[config.mk]
export PLATFORM = sky130hd
export DESIGN_NAME = pipe_hazard_ctrl
export DESIGN_NICKNAME = d
export VERILOG_FILES = /design/src/rtl/pipe_ctrl_pkg.sv /design/src/rtl/pipe_scoreboard.sv /design/src/rtl/pipe_hazard_ctrl.sv
export SDC_FILE = /design/constraint.sdc
export NUM_CORES = 1
export LEC_CHECK = 0
export BUFFER_PORTS_ARGS = -buffer_cell sky130_fd_sc_hd__buf_2
export CORE_ASPECT_RATIO = 1.25
export CORE_MARGIN = 5
export CORE_UTILIZATION = 56
export DETAILED_ROUTE_END_ITERATION = 12
export PLACE_DENSITY = 0.91
export SLEW_MARGIN = 20
export SYNTH_ARGS = -nofsm -noshare
export SYNTH_HDL_FRONTEND = slang
export SYNTH_SLANG_ARGS = --single-unit
[constraint.sdc]
create_clock -name clk -period 3.7 [get_ports clk]
set_input_delay 0.555 -clock clk [delete_from_list [all_inputs] [get_ports clk]]
set_output_delay 0.555 -clock clk [all_outputs]
set_load 0.02 [all_outputs]
[src/rtl/pipe_ctrl_pkg.sv]
// Shared types and constants for the ID/WB hazard controller and its scoreboard.
package pipe_ctrl_pkg;
  localparam int REG_W         = 3;
  localparam int NREGS         = 1 << REG_W;
  localparam int CNT_W         = 3;
  localparam int MULTI_LAT_DEF = 3;

  typedef enum logic {
    RUN   = 1'b0,
    MULTI = 1'b1
  } state_e;
endpackage

[src/rtl/pipe_scoreboard.sv]
// Pending-write scoreboard: one bit per architectural register, set on multi-op
// issue, cleared wholesale when the multi-cycle result writes back.
module pipe_scoreboard
  import pipe_ctrl_pkg::*;
(
  input  logic             clk,
  input  logic             reset,
  input  logic             set_en,
  input  logic [REG_W-1:0] set_idx,
  input  logic             clr_all,
  input  logic [REG_W-1:0] look_a,
  input  logic [REG_W-1:0] look_b,
  input  logic [REG_W-1:0] look_d,
  output logic             hit_a,
  output logic             hit_b,
  output logic             hit_d
);
  logic [NREGS-1:0] pend_q, pend_d;

  always_comb begin
    pend_d = pend_q;
    if (clr_all) pend_d = '0;
    if (set_en)  pend_d[set_idx] = 1'b1;
  end

  always_ff @(posedge clk or negedge reset) begin
    if (!reset) pend_q <= '0;
    else        pend_q <= pend_d;
  end

  assign hit_a = pend_q[look_a];
  assign hit_b = pend_q[look_b];
  assign hit_d = pend_q[look_d];
endmodule

[src/rtl/pipe_hazard_ctrl.sv]
// Issue/stall/forward control for a two-stage ID->WB pipe with one
// multi-cycle unit sharing the WB slot.
module pipe_hazard_ctrl
  import pipe_ctrl_pkg::*;
#(
  parameter int MULTI_LAT = MULTI_LAT_DEF
)(
  input  logic             clk,
  input  logic             reset,
  input  logic             id_valid,
  input  logic [REG_W-1:0] id_src_a,
  input  logic [REG_W-1:0] id_src_b,
  input  logic             id_use_a,
  input  logic             id_use_b,
  input  logic [REG_W-1:0] id_rdst,
  input  logic             id_wr,
  input  logic             id_multi,
  input  logic             flush_req,
  output logic             id_stall,
  output logic             pipe_en,
  output logic             pipe_flush,
  output logic             fwd_a,
  output logic             fwd_b,
  output logic             wb_valid,
  output logic             wb_wr,
  output logic [REG_W-1:0] wb_rdst,
  output logic             multi_wb,
  output logic             busy
);
  state_e           state_q, state_d;
  logic [CNT_W-1:0] cnt_q, cnt_d;
  logic             wb_valid_q, wb_valid_d;
  logic             wb_wr_q, wb_wr_d;
  logic [REG_W-1:0] wb_rdst_q, wb_rdst_d;
  logic             multi_wb_q, multi_wb_d;
  logic             hit_a, hit_b, hit_d;
  logic             sb_set, sb_clr;
  logic             in_multi, last_cyc, raw, waw, stall, accept, issue_single;

  pipe_scoreboard u_sb (
    .clk     (clk),
    .reset   (reset),
    .set_en  (sb_set),
    .set_idx (id_rdst),
    .clr_all (sb_clr),
    .look_a  (id_src_a),
    .look_b  (id_src_b),
    .look_d  (id_rdst),
    .hit_a   (hit_a),
    .hit_b   (hit_b),
    .hit_d   (hit_d)
  );

  // Final multi cycle owns the next WB slot, so single-cycle ops must wait.
  always_comb begin
    in_multi     = (state_q == MULTI);
    last_cyc     = in_multi && (cnt_q == '0);
    raw          = (id_use_a & hit_a) | (id_use_b & hit_b);
    waw          = id_wr & hit_d;
    stall        = id_valid & (raw | waw | (id_multi & in_multi) | (~id_multi & last_cyc));
    accept       = id_valid & ~stall & ~flush_req;
    issue_single = accept & ~id_multi;
  end

  always_comb begin
    state_d    = state_q;
    cnt_d      = cnt_q;
    sb_set     = 1'b0;
    sb_clr     = 1'b0;
    multi_wb_d = 1'b0;
    case (state_q)
      RUN: begin
        if (accept && id_multi) begin
          state_d = MULTI;
          cnt_d   = CNT_W'(MULTI_LAT - 1);
          sb_set  = id_wr;
        end
      end
      MULTI: begin
        if (cnt_q == '0) begin
          state_d    = RUN;
          sb_clr     = 1'b1;
          multi_wb_d = 1'b1;
        end else begin
          cnt_d = cnt_q - 1'b1;
        end
      end
      default: state_d = RUN;
    endcase
    wb_valid_d = issue_single;
    wb_wr_d    = issue_single & id_wr;
    wb_rdst_d  = issue_single ? id_rdst : wb_rdst_q;
  end

  always_ff @(posedge clk or negedge reset) begin
    if (!reset) begin
      state_q    <= RUN;
      cnt_q      <= '0;
      wb_valid_q <= 1'b0;
      wb_wr_q    <= 1'b0;
      wb_rdst_q  <= '0;
      multi_wb_q <= 1'b0;
    end else begin
      state_q    <= state_d;
      cnt_q      <= cnt_d;
      wb_valid_q <= wb_valid_d;
      wb_wr_q    <= wb_wr_d;
      wb_rdst_q  <= wb_rdst_d;
      multi_wb_q <= multi_wb_d;
    end
  end

  assign id_stall   = stall;
  assign pipe_flush = flush_req;
  assign pipe_en    = accept | flush_req;
  assign fwd_a      = id_use_a & wb_valid_q & wb_wr_q & (wb_rdst_q == id_src_a);
  assign fwd_b      = id_use_b & wb_valid_q & wb_wr_q & (wb_rdst_q == id_src_b);
  assign wb_valid   = wb_valid_q;
  assign wb_wr      = wb_wr_q;
  assign wb_rdst    = wb_rdst_q;
  assign multi_wb   = multi_wb_q;
  assign busy       = in_multi;
endmodule

==> results.yml <==
logic_synthesis:
  syn_area_per_cell_um2: 9.649
  synth_commonest_cells: "dfrtp_1 (18), nand2_1 (14), o21ai_0 (8)"
  ys.flop_type: "dfrtp_1"
  synthCells: 118
  synthArstFlopShare_pct: 100.0
  synth_top_area_share_pct: 39.56
  seq_area_frac_synth_pct: 39.56
  synth_edf_count: 0
  synth.distinct_cells: 37
  syn_area_mm2: 0.001139
  yosysWarningCount: 0
  ys_ff_latch: 18
  yosys.area.top_type: "dfrtp_1"
  synthesis.nets: 137
  synth_area_leaders: "dfrtp_1 (40%), mux2_2 (4.9%), nand2_1 (4.6%)"
  yosysMostFrequentCell: "dfrtp_1"
cts:
  clkTransAtPathRegs_ps: 90
  cts_tree: "yes"
  clock_path_buffers: 2
  clkLatencyLatePin_ps: 290
  cts_made_buffers: 3
  cts_hold_buf: 0
  postCtsSetupBuffers: 0
  clock-sinks: 18
  cts_resized: 0
  ctsRootBufferMaster: "clkbuf_4"
  htree_levels: 1
detailed_routing:
  via_per_inst: 6.291
  wl_per_cell_um: 16.26
  drtIter0Drc: 15
  drt_wl_total_mm: 2.683
  dr_total_vias: 1038
  ant_nets: 0
  drc: 0
  drtPass1Iterations: 4
power_and_ir_drop:
  peakVddDrop_mv: 0.3686
  power_uw: 779.4
  powerDensity_mw_per_mm2: 592.7
  power.leakage_nw: 0.6362
layout:
  n_antenna_cell: 0
  syn2layout_area_growth_pct: 15.49
  design_area_mm2: 0.001315
  layout.nets: 165
  layout-drive-gt1-share_pct: 28.97
die:
  dieHeight_um: 60.42
  core_area_mm2: 0.001959
  dieArea_mm2: 0.003041
  io_pins: 29
  floorplan.initialDensity_pct: 58.11
  die_w_um: 50.33
  num_rows: 18
sta:
  fin_crit_sh_pct: 76.03
  slew_viol_final: 0
  hold_viol: 0
  setup_ws_ps: 887.0
  rsz0062_at_grt: "no"
  fmax_mhz: 355.5
  setup_viol_count_final: 0
  tightest_slew_ps: 402.7
  min_period_ps: 2813
  finalSetupTns_ps: 0
  fin_skew_ps: 0.3540
  slew_headroom_pct: 72.80
critical_path:
  required_ps: 3140
  crit_type: "reg -> out"
  crit_start: "u_sb.pend_q[7]"
  worstPathArrival_ps: 2260
  crit_path_cell_trace: "mux4_2 -> a2bb2oi_1 -> a22o_2 -> nor2_1 -> a41o_1 -> buf_2"
  cp_max_fo: 4
  cpMaxStageDelayCell: "mux4_2"
  r2r-start: "u_sb.pend_q[7]"
  slowest_delay_ps: 480
  worst_setup_path_start_kind: "register"
  end_kind: "output pin"
global_route:
  grtUsageTotal_pct: 19.91
  grt_pass1_wl_mm: 4.664
  grt_max_degree: 19
  first_global_vias: 1038
  grt-ovfl-total: 0
  antenna_found_initial: 0
place:
  dp_hpwl_mm: 2.239
  post-place-ws_ps: 899.3
  gp_congestion: 0.8265
  io_buffers: 28
  place_area_mm2: 0.001279
flow_run:
  max_cap_viol_count: 0
min_path:
  holdCritPathClass: "in -> async"
status:
  status: "finished, final reports clean"
-- metrics by stage --
stage	util [%]	hold slack [ps]	std cells
6_report	67.11	163.9	165
5_1_grt	67.11	192.9	165
4_1_cts	67.11	177.5	165
3_5_place_dp	65.26	470.3	161
3_3_place_gp	65.26	466.3	161
2_1_floorplan	-	259.4	118
-- layout make-up --
class	instances	area, um2
well taps	20	25.02
multi-input cells	88	636.9
clock buffers	4	36.28
fillers	156	644.4
repair buffers	28	140.1
inverters	7	26.28
flip-flops and latches	18	450.4
-- cell families after synthesis --
family / share of synthesized area [%]
muxes: 12.42
buffers and inverters: 4.506
adders and majority gates: 2.197
DFF: 39.56
xor gates and xnor gates: 5.385
AOI/OAI and AO/OA: 14.73
and+or+nand+nor: 21.21
-- final timing paths --
path	to	slack (ps)	cells past startpoint
max	pipe_en	890	6
min	cnt_q[1]	160	1
max reg2reg	wb_rdst[1]	1570	5
min reg2reg	cnt_q[0]	480	1
max in group asynchronous	wb_rdst[0]	3260	1
min in group clk	cnt_q[0]	480	1
-- where the power goes --
group | internal [mW] | switching [mW]
clock | 0.0601 | 0.0587
combinational | 0.143 | 0.189
sequential | 0.263 | 0.0655
-- per-layer routing --
layer / routed length [um] / up-vias / global-route usage [%]
li1: - / 486 / -
met5: 0 / - / 0
met1: 888 / 489 / 20.92
met4: 26 / 0 / 6.934
met2: 1516 / 59 / 38.78
met3: 252 / 4 / 4.177
-- state kept, by name (all words and copies together), names as in the netlist --
| signal | flops |
|---|---|
| busy | 1 |
| cnt_q | 3 |
| multi_wb | 1 |
| u_sb.pend_q | 8 |
| wb_rdst | 3 |
| wb_valid | 1 |
| wb_wr | 1 |
-- worst max-delay path, delay by kind of cell, from the launching register on --
kind | cells | cell delay, ps
simple gates | 1 | 220
buf+inv | 1 | 160
compound gates | 3 | 670
flops | 1 | 430
mux | 1 | 480
-- placed cells by master (no fill, tap or decap), types with 2 or more instances in the layout --
cell type  Yosys  routed
a31oi_1        2       2
clkbuf_4       0       3
nor4_1         2       2
xor2_1         6       6
nand3_1        6       6
buf_2          2      28
mux4_2         2       2
ha_1           2       2
and3_1         2       2
o31a_1         2       2
mux2i_1        4       4
dfrtp_1       18      18
mux2_2         5       5
a21oi_1        2       2
nor2_1         4       4
nand2_1       14      14
o211ai_1       2       2
nor3b_1        2       2
nand4_1        2       2
nor2b_1        6       6
o21ai_0        8       8
inv_1          7       7
a2bb2oi_1      2       2
(Power assumes the default switching activity.)
